$ cat config.mk
export PLATFORM = sky130hd
export DESIGN_NAME = zoh_upsample
export DESIGN_NICKNAME = d
export VERILOG_FILES = /design/src/rtl/zoh_upsample_pkg.sv /design/src/rtl/zoh_upsample.sv
export SDC_FILE = /design/constraint.sdc
export NUM_CORES = 1
export LEC_CHECK = 0
export ABC_AREA = 1
export CORE_UTILIZATION = 40
export DETAILED_ROUTE_END_ITERATION = 8
export PLACE_DENSITY = 0.72
export SETUP_SLACK_MARGIN = 0.3
export SLEW_MARGIN = 20
export SYNTH_ARGS = -nofsm -noshare
export SYNTH_HDL_FRONTEND = slang
export SYNTH_SLANG_ARGS = --single-unit
$ cat constraint.sdc
create_clock -name clk -period 1.72 [get_ports clk]
set_clock_uncertainty 0.05 [all_clocks]
set_input_delay 0.258 -clock clk [delete_from_list [all_inputs] [get_ports clk]]
set_output_delay 0.258 -clock clk [all_outputs]
set_load 0.01 [all_outputs]
$ cat src/rtl/zoh_upsample_pkg.sv
// rtl/zoh_upsample_pkg.sv - shared types and helpers for the zero-order-hold upsampler
//
// Purpose: state encoding and copy-counter width helper used by zoh_upsample.
// Ports:   none (package).

package zoh_upsample_pkg;

  // EMPTY: nothing to present; EMIT: replaying copies of data_q;
  // HELD: all copies delivered, last value retained for optional replay.
  typedef enum logic [1:0] {
    EMPTY = 2'd0,
    EMIT  = 2'd1,
    HELD  = 2'd2
  } zoh_state_t;

  // Copy counter must index 0..ratio-1 but is never narrower than one bit.
  function automatic int zoh_cnt_width(input int ratio);
    return (ratio <= 2) ? 1 : $clog2(ratio);
  endfunction

endpackage

$ cat src/rtl/zoh_upsample.sv
// rtl/zoh_upsample.sv - lossless zero-order-hold upsampler on a valid/ready stream
//
// Purpose: accepts one din beat and replays its data on dout exactly RATIO
//          times, back-pressuring din until the last copy is handshaken.
//          LATENCY=0 lets din bypass straight to dout when the stage is idle;
//          HOLD=1 keeps presenting the last value after the group completes.
// Ports:
//   clk        in   1      clock
//   rst        in   1      synchronous, active-high reset
//   din_data   in   WIDTH  input stream data
//   din_valid  in   1      input stream valid
//   din_ready  out  1      input stream ready (combinational from dout_ready)
//   dout_data  out  WIDTH  output stream data
//   dout_valid out  1      output stream valid
//   dout_ready in   1      output stream ready

module zoh_upsample
  import zoh_upsample_pkg::*;
#(
  parameter int               WIDTH      = 8,
  parameter int               RATIO      = 4,
  parameter int               HOLD       = 1,
  parameter int               LATENCY    = 0,
  parameter logic [WIDTH-1:0] INIT       = '0,
  parameter int               INIT_VALID = 0
) (
  input  logic             clk,
  input  logic             rst,
  input  logic [WIDTH-1:0] din_data,
  input  logic             din_valid,
  output logic             din_ready,
  output logic [WIDTH-1:0] dout_data,
  output logic             dout_valid,
  input  logic             dout_ready
);

  localparam int             CW          = zoh_cnt_width(RATIO);
  localparam logic [CW-1:0]  CNT_LAST    = CW'(RATIO - 1);
  localparam zoh_state_t     DONE_STATE  = (HOLD != 0) ? HELD : EMPTY;
  localparam bit             BYPASS_EN   = (LATENCY == 0);
  localparam bit             SINGLE_COPY = (RATIO == 1);

  zoh_state_t       state_q, state_d;
  logic [CW-1:0]    cnt_q, cnt_d;
  logic [WIDTH-1:0] data_q, data_d;

  logic bypass;
  logic last_copy;
  logic acc;
  logic din_hs;
  logic dout_hs;

  // Output mux: an idle stage (EMPTY/HELD) forwards din directly when the
  // bypass is enabled; otherwise the registered value is presented.
  always_comb begin
    bypass    = BYPASS_EN && (state_q != EMIT) && din_valid;
    last_copy = (state_q == EMIT) && (cnt_q == CNT_LAST);
    if (bypass) begin
      dout_data  = din_data;
      dout_valid = 1'b1;
    end else begin
      dout_data  = data_q;
      dout_valid = (state_q == EMIT) || ((state_q == HELD) && (HOLD != 0));
    end
    // New din is taken whenever no copies are outstanding, or in the same
    // cycle the final copy leaves, giving zero bubbles between groups.
    acc       = (state_q != EMIT) || (last_copy && dout_ready);
    din_ready = acc && !rst;
    din_hs    = din_valid && din_ready;
    dout_hs   = dout_valid && dout_ready;
  end

  // Control FSM with the copy counter coded inline.
  always_comb begin
    state_d = state_q;
    cnt_d   = cnt_q;
    if (din_hs) begin
      if (bypass && dout_ready) begin
        // Copy 0 already left through the bypass this cycle.
        if (SINGLE_COPY) begin
          state_d = DONE_STATE;
          cnt_d   = '0;
        end else begin
          state_d = EMIT;
          cnt_d   = CW'(1);
        end
      end else begin
        state_d = EMIT;
        cnt_d   = '0;
      end
    end else if ((state_q == EMIT) && dout_hs) begin
      if (cnt_q == CNT_LAST) begin
        state_d = DONE_STATE;
        cnt_d   = '0;
      end else begin
        cnt_d = cnt_q + CW'(1);
      end
    end
    // Handshakes of a HELD value are replays, not copies: cnt untouched.
  end

  // Datapath: capture din on every accepted transaction.
  always_comb begin
    data_d = data_q;
    if (din_hs) begin
      data_d = din_data;
    end
  end

  always_ff @(posedge clk) begin
    if (rst) begin
      state_q <= (INIT_VALID != 0) ? EMIT : EMPTY;
      cnt_q   <= '0;
      data_q  <= INIT;
    end else begin
      state_q <= state_d;
      cnt_q   <= cnt_d;
      data_q  <= data_d;
    end
  end

endmodule

==> results.md <==
- PnR worst setup slack: -0.0571 ns
- DRC viols: 0
- Final #Nets: 144
- Antenna viol nets, final: 0
- Fin crit period: 1.78 ns
- Die width: slightly above 40 um
- Status: finished, violations left
- Slew Limit Fails: 0
- Synth Area per Inst: 7.37 sq um
- Hpwl dp: 965 um
- Critical-path cell list: inv_2 > ha_4 > inv_4 > nand2_8 > buf_12 > nor2_2 > a21oi_2 > buf_2
- DR vias/cell: 4.94
- Slowest stage delay, CP: around 0.33 ns
- Startpoint Class: flop
- Tcrit/Tclk final: 103%
- Worst-path fanout max: 8
- Met2 WL: approximately 1100 um
- Share of cells above drive strength 1: between 50 and 60%
- Worst-Skew Late Latency: 0.29 ns
- Clock root buffer: clkbuf_4
- TritonCTS clock tree: built
- IO Pins: 22
- Actual slew at the worst max-slew pin: 0.224 ns
- Initial DRC count: 13
- HP Class: flop to flop
- Clk buf depth: 2
- Met3 WL post-DR: approximately 83 um
- Clock Sinks: 12
- Wirelength per Cell: approximately 14 um
- Finished Layout Cells: between 100 and 150
- FMAX: around 0.56 GHz
- Crit. End Element: primary output
- Die Height: 41.6 um
- Met1 WL: around 830 um
- Setup-failing EPs final: 2
- Crit path DAT: approximately 1.5 ns
- Area share of the largest cell type after synthesis: a little under two fifths
- Top sig layer: met4
- CP max-delay cell: dfxtp_2
- Synth unique cells: 16
- CP Data Required Time: 1.41 ns
- Gr ovfl total: 0
- Cell count after synthesis: 85
- Pre-antenna DRT Iters: 4
- Endpoints failing hold: 0
- Synth Register Bits: 12
- Hold-fix buffers, CTS: 0
- Placed Cells: 128
- Register area share after synthesis: 38.3%
- Critical path's top delay family: buffers and inverters
- Cell area after layout: approximately 0.0012 sq mm
- H-tree levels: 1
- Yosys warnings: 0
- Initial antenna violation count: 0
- Pre-CTS WS: -0.329 ns
- Starting Density: between 40% and 50%
- Area growth from synthesis to layout: 85.8%
- Synth Cell Area: 627 sq um
- Bufs and invs on worst path: 4
- Total global-route track usage: a little over a fifth
- Routed WL: 2020 um
- Setup Crit Path Kind: flop to primary output
- Core Footprint: roughly 0.0014 sq mm
- Relative slew slack: between 80 and 90%
- N_diodes: 0
- I/O Buffers: 21
- Syn nets: 100
- Largest cells by area after synthesis: dfxtp_1, nand2_1, inv_1
- Failing checks: setup timing
- Leading area contributor after synthesis: dfxtp_1
- Pwr Total: 0.868 mW
- Largest net degree at the start of global routing: 9
- Number of global-route vias before repair: around 630
- Max-cap violation count: 0
- DR vias: 707
- First-pass GRT wire length: ~2800 um
- Site Rows: 13
- Area after DPL: about 910 sq um
- Die ar.: 0.00173 sq mm
- CTS buffer count: 3
- Max VDD drop: between 600 and 700 uV
- Unrepaired setup endpoints after global routing: yes
- Power per cell area: roughly 750 mW/mm^2
- Leak Pwr: between 0.5 and 0.6 nW
- Clock slew seen by the registers of the worst setup and hold paths: around 0.08 ns
- GP Congestion: roughly 0.77
-- metal layers --
metal | GRT usage [%] | vias up
met1 | 26.1 | 330
met3 | 6.52 | 7
li1 | - | 353
met4 | 9.68 | 0
met2 | 34.4 | 17
met5 | 0 | -
-- registers in the layout, summed over array words and instances (netlist names) --
| register | count |
|---|---|
| cnt_q | 2 |
| state_q | 2 |
| data_q | 8 |
-- tightest hold or removal path, stage by stage, from the launching register on --
cell and delay (ns):
dfxtp_1 0.31, nand2_1 0.06, a21oi_1 0.05
-- cell type report --
type,count,area (sq um)
Timing Repair Buffer,39,327
Multi-Input combinational cell,57,465
Fill cell,74,218
Sequential cell,12,245
Clock buffer,4,36.3
Tap cell,15,18.8
Inverter,16,72.6
-- report_power, final --
group / internal (mW) / switching [mW]
Combinational: 0.155 / 0.168
Clock: 0.129 / 0.104
Sequential: 0.301 / 0.0109
-- cell usage after synthesis --
library cell and number:
nand3_4 1, o21ai_1 4, nand3_2 1, clkinv_4 1, inv_1 15, ha_1 3, nand2_4 1, o21ai_2 4
nand2_2 2, dfxtp_1 12, nor2_1 8, buf_6 1, o21ai_0 2, nand3_1 1, a21oi_1 10, nand2_1 19
-- cells in the final DEF (no fill, tap or decap) --
master / instances
ha_4: 2
buf_2: 10
ha_1: 1
buf_6: 5
nand2_4: 1
inv_4: 2
buf_4: 12
nand2_2: 7
dfxtp_4: 1
inv_2: 1
nand2_8: 2
dfxtp_2: 1
inv_1: 12
buf_12: 1
o21ai_1: 3
o21ai_2: 5
o21ai_0: 2
nor2_2: 4
clkdlybuf4s50_1: 11
nor2_4: 4
nand3_1: 1
a21oi_1: 2
a21oi_2: 8
nand3_4: 2
clkbuf_4: 3
clkbuf_8: 1
inv_8: 1
dfxtp_1: 10
nand2_1: 13
-- cell families after synthesis --
logic type	count (synthesis)	share of synthesized area [%]
flip-flops	12	38.3
adder cells (fa/ha/maj)	3	5.99
AO/OA/AOI/OAI	20	18.4
buffers and inverters	17	12.2
AND/OR/NAND/NOR	33	25.1
-- timing repair --
| item | in CTS | in global routing |
|---|---|---|
| gates resized for setup | 62 | 28 |
| pin swaps | 5 | 10 |
| setup buffers | 7 | 3 |
| endpoints found under the hold margin | 0 | 0 |
| gates cloned | 1 | 0 |
| endpoints found under the setup margin | 21 | 22 |
-- per-stage QoR --
stage	setup TNS (ns)	hold WS, ns	util (%)
after floorplan	0	0.325	-
after global placement	-2.61	0.401	65.7
after detailed placement	-2.71	0.414	65.7
after CTS	0	0.420	74.8
after global routing	-0.475	0.445	84.3
final	-0.0587	0.415	84.3
-- final timing paths --
kind | from | to | slack, ns | cells after the start
setup / recovery | state_q[1] | dout_data[2] | -0.06 | 8
hold / removal | cnt_q[1] | cnt_q[1] | 0.41 | 2
setup reg to reg | state_q[1] | data_q[2] | 0.16 | 9
hold reg to reg | cnt_q[1] | cnt_q[1] | 0.41 | 2
Power figures use the tool's default switching activity.
==> patch 1, RTL diff (same flow settings) <==
`RATIO`: 4 -> 8.
--- a/src/rtl/zoh_upsample.sv
+++ b/src/rtl/zoh_upsample.sv
@@ -20,3 +20,3 @@
   parameter int               WIDTH      = 8,
-  parameter int               RATIO      = 4,
+  parameter int               RATIO      = 8,
   parameter int               HOLD       = 1,
Formal check against the unedited RTL: not equivalent (a bounded check fails within 4 cycles, from zero or initial values and one cycle with rst high).
==> patch 1 against the unedited design <==
  * Global-route usage increased by 0.48 points
  * Cell area grew 0.64%
  * Count of clock-buffer cells in the layout is the same
  * Register-to-register slack got worse by 0.04 ns
  * Power is 4.0% lower
  * Area after synthesis up 7.0%
  * Setup slack better by 0.075 ns
  * Final cell count did not move
  * Sequential share of layout area increased by 1.5 points
  * Die area up 6.6%
  * Wire length is 7.0% lower
  * Sequential cell count rose by 1
  * Critical endpoint is now dout_data[1]
  * Largest cell class unchanged
  * Largest power group is now registers
==> patch 1: results (changes against the unedited design) <==
| Metric | Value |
|---|---|
| Syn Area/Cell | `7.370 um^2 (about the same)` |
| Buffers outside the clock class | `31 (-21%)` |
| Vias in the first global route | `660 (+4.1%)` |
| Layout filler cell count | `118 (+59%)` |
| Hold path start | `cnt_q[1]` |
| Hold path cells | `2 (unchanged)` |
| CTS root buf | `clkbuf_4` |
| Yosys cell types | `14 (-2)` |
| Layout clock area frac | `0.02241 (-0.008737)` |
| Detailed Routing Iterations Pass 1 | `4 (unchanged)` |
| Multi-input gates | `63 (+11%)` |
| Final-layout clock buffer total | `4 (unchanged)` |
| Top cells by count, synth | `nand2_1 (22), inv_1 (15), dfxtp_1 (13), a21oi_1 (11), nor2_1 (8)` |
| R2R setup slack | `0.12 ns (-0.04 ns)` |
| Post-synthesis sequential area ratio | `0.3881 (+0.004826)` |
| Top Registers | `data_q: 8 flops, cnt_q: 3 flops, state_q: 2 flops` |
| Count of non-filler cells in the finished layout | `143 (unchanged)` |
| Multi-input combinational area share | `0.4557 (+0.05614)` |
| CTS Sinks | `13 (+1)` |
| CP Data Arrival Time | `1.39 ns (-0.08 ns)` |
| Synth top area cells | `dfxtp_1 (39%), nand2_1 (12%), o21ai_2 (9.1%), inv_1 (8.4%), a21oi_1 (8.2%)` |
| First-pass GRT wire length | `2925 um (+4.4%)` |
| Dpl cells | `134 (+4.7%)` |
| Area post-placement | `942.2 um^2 (+3.7%)` |
| Wire per inst | `13.11 um (-7.0%)` |
| H-tree depth | `1 (unchanged)` |
| Status | `complete, no violations` |
| Worst setup path startpoint | `state_q[1]` |
| Starting DRT DRC Count | `8 (-5)` |
| Final Hold Slack | `0.4176 ns (+0.002666 ns)` |
| Net Count, Synth | `107 (+7.0%)` |
| CP Capture Point | `dout_data[1]` |
| Layout cells sized above 1 | `0.5039 (-0.06638)` |
| Largest net degree at the start of global routing | `9 (unchanged)` |
| ANT cells | `0 (unchanged)` |
| Slowest stage delay, CP | `0.33 ns (about the same)` |
| Buffer share of cell area | `0.2156 (-0.06476)` |
| Placer Congestion | `0.6739 (-12%)` |
| Cell area after synthesis | `670.6 um^2 (+7.0%)` |
| Period Utilization, post-route | `0.9896 (-0.04359)` |
| Ys Warns | `0 (unchanged)` |
| Synth async-reset ratio | `0 (unchanged)` |
| Gr usage total | `0.2187 (+0.004761)` |
| Worst-case clock buffer depth | `2 (unchanged)` |
| Reg2reg end | `data_q[0]` |
| Slowest cell on crit path | `dfxtp_2` |
| Max_slew headroom | `0.6010 (-0.2493)` |
| Crit Path Max Fanout | `8 (unchanged)` |
| Grt total ovfl | `0 (unchanged)` |
| Max VDD drop | `516.6 uV (-15%)` |
| PwrDens | `711.0 mW/mm^2 (-4.6%)` |
| HPWL after detailed placement | `992 um (+2.8%)` |
| Via count | `706 (-0.14%)` |
| Top delay family on crit path | `flip-flops` |
| Pre-CTS setup slack | `-0.3626 ns (-0.03379 ns)` |
| LEAKAGE | `0.4962 nW (-3.5%)` |
| Fraction of area in registers | `0.2252 (+0.01466)` |
| Worst-skew pair later-pin latency | `0.28 ns` |
## patch 1: changes by cell type after synthesis
cell      unedited run  this run
nand2_1             19        22
nand3_4              1         0
o21ai_2              4         7
a21oi_1             10        11
nand3_2              1         2
buf_4                0         1
inv_2                0         1
nand2_4              1         0
o21ai_1              4         0
clkinv_4             1         0
dfxtp_1             12        13
ha_1                 3         4
o21ai_0              2         3
## patch 1: where the power goes
part           switching [mW]  internal (mW)
sequential             0.0100          0.325
clock                   0.100         0.0901
combinational           0.170          0.139
total                   0.280          0.554
## patch 1: routing by layer
metal	GRT usage	wire length (um)
met1	0.2507	753
met2	0.3818	1019
met3	0.08085	87
met4	0.05455	15
met5	0	0
## patch 1: kinds of logic after synthesis
logic type	synth area share
buffers and inverters	0.1175
and+or+nand+nor	0.2239
adders and majority gates	0.07463
DFF	0.3881
AOI/OAI and AO/OA	0.1959
## patch 1: timing repair
item	in CTS	in global routing
setup endpoints to repair	22	23
setup buffers	1	1
cloned	3	0
pin swaps	14	3
resized for setup	89	5
==> patch 2, RTL diff (config.mk and constraints unchanged) <==
Made on the original files. The 3 states of `zoh_state_t` get a one-hot encoding in 3 bits.
--- a/src/rtl/zoh_upsample_pkg.sv
+++ b/src/rtl/zoh_upsample_pkg.sv
@@ -9,6 +9,6 @@
   // HELD: all copies delivered, last value retained for optional replay.
-  typedef enum logic [1:0] {
-    EMPTY = 2'd0,
-    EMIT  = 2'd1,
-    HELD  = 2'd2
+  typedef enum logic [2:0] {
+    EMPTY = 3'b001,
+    EMIT  = 3'b010,
+    HELD  = 3'b100
   } zoh_state_t;
Check against the original RTL: no difference found for any inputs over 10 cycles, from zero or initial values and one cycle with rst high; not proved beyond that.
==> patch 2 against the unedited design <==
  * Global-route usage shrank 2.3 points
  * Sequential share of layout area grew 1.8 points
  * Power decreased by 8.8%
  * Area after synthesis grew 6.0%
  * Cell area is 1.6% lower
  * Sequential cell count up 1
  * Setup slack better by 0.089 ns
  * Wire length rose by 1.5%
==> patch 2: results (changes against the unedited design) <==
| Metric | Value |
|---|---|
| First-pass GRT wire length | `2677 um (-4.4%)` |
| Metal2 WL | `1117 um (+5.1%)` |
| Largest net degree at the start of global routing | `22 (+13)` |
| Synth async-reset ratio | `0 (unchanged)` |
| Gr usage total | `0.1905 (-0.02349)` |
| Ys Warns | `0 (unchanged)` |
| Top Registers | `data_q: 8 flops, state_q: 3 flops, cnt_q: 2 flops` |
| Reg2reg end | `cnt_q[0]` |
| CP Capture Point | `dout_data[6]` |
| R2R setup slack | `0.12 ns (-0.04 ns)` |
| Starting DRT DRC Count | `9 (-4)` |
| Worst-skew pair later-pin latency | `0.27 ns (-0.02 ns)` |
| CP Data Arrival Time | `1.38 ns (-0.09 ns)` |
| Met3 WL post-DR | `79 um (-4.8%)` |
| Crit path time final | `1.688 ns (-0.08948 ns)` |
| Pre-CTS setup slack | `-0.3174 ns (+0.01146 ns)` |
| Fin nets | `147 (+2.1%)` |
| Yosys cell types | `17 (+1)` |
| Synth top area cells | `dfxtp_1 (39%), o21ai_0 (12%), nand2_1 (10%), inv_1 (9.0%), nand3_1 (8.3%)` |
| HPWL after detailed placement | `950.3 um (-1.6%)` |
| Wire length on met1 | `825 um (-0.36%)` |
| Crit Path Max Fanout | `8 (unchanged)` |
| Post-synthesis sequential area ratio | `0.3917 (+0.008480)` |
| Top cells by count, synth | `nand2_1 (18), inv_1 (16), o21ai_0 (16), dfxtp_1 (13), nand3_1 (11)` |
| Via count | `771 (+9.1%)` |
| Final WL | `2047 um (+1.5%)` |
| Reg2reg start | `state_q[2]` |
| Net Count, Synth | `104 (+4.0%)` |
| Layout cells sized above 1 | `0.4887 (-0.08159)` |
| Worst-margin pin slew | `0.2903 ns (+0.06648 ns)` |
| Status | `complete, no violations` |
| R2R depth | `12 (+3)` |
patch 2: final cells by class:
| cell class | instances | area, um^2 |
|---|---|---|
| Multi-Input combinational cell | 61 | 457.9 |
| Fill cell | 125 | 377.9 |
| Timing Repair Buffer | 39 | 320.3 |
| Sequential cell | 13 | 261.5 |
| Inverter | 16 | 60.06 |
| Clock buffer | 4 | 26.28 |
| Tap cell | 16 | 20.02 |
patch 2: what timing repair did:
action                     in CTS  in global routing
setup endpoints to repair      10                 23
pin swaps                       3                  9
resized for setup              54                 41
cloned                          1                  3
setup buffers                   5                  4
patch 2: cells by family after synthesis:
family / after synthesis / share of synthesized area
and+or+nand+nor: 35 / 0.2542
AOI/OAI and AO/OA: 22 / 0.1752
buffers and inverters: 20 / 0.1601
DFF: 13 / 0.3917
adders and majority gates: 1 / 0.01883
patch 2: worst reg2reg max path, stage by stage, from the launching register on:
cell and delay, ns:
dfxtp_2 0.34, inv_2 0.05, nand2_2 0.06, nor2_4 0.09, inv_2 0.06, buf_4 0.13
buf_6 0.10, buf_6 0.10, buf_6 0.11, nor2_4 0.17, nand2_2 0.11, nand3_2 0.08
a21oi_2 0.04
patch 2: layer usage:
layer,global-route usage,vias to the layer above
met1,0.2190,351
met5,0,-
met3,0.02553,6
met4,0.07500,0
li1,-,386
met2,0.3485,28
patch 2: worst min-delay path by stage:
stage	end	start	cells after the start	slack, ns
finish	data_q[4]	data_q[4]	2	0.41
global placement	cnt_q[1]	cnt_q[1]	2	0.40
CTS	cnt_q[1]	cnt_q[1]	2	0.43
floorplan	state_q[0]	rst	1	0.32
detailed placement	cnt_q[1]	cnt_q[1]	2	0.42
global route	data_q[4]	data_q[4]	2	0.43
patch 2: where the power goes:
group          internal, mW  total (mW)  leakage, nW  switching [mW]
Clock                0.0898       0.196       0.0150           0.106
Sequential            0.324       0.341        0.108          0.0171
Combinational         0.125       0.255        0.389           0.130
Total                 0.539       0.792        0.512           0.253
patch 2: through the flow:
step	TNS (ns)	std cells	instance area, um^2	power, mW
after floorplan	0	91	664.4	0.4379
after global placement	-2.617	132	908.4	0.5256
after detailed placement	-2.511	132	908.4	0.5285
after CTS	0	142	953.4	0.7094
after global routing	-0.2582	149	1146	0.8329
final	0	149	1146	0.7920
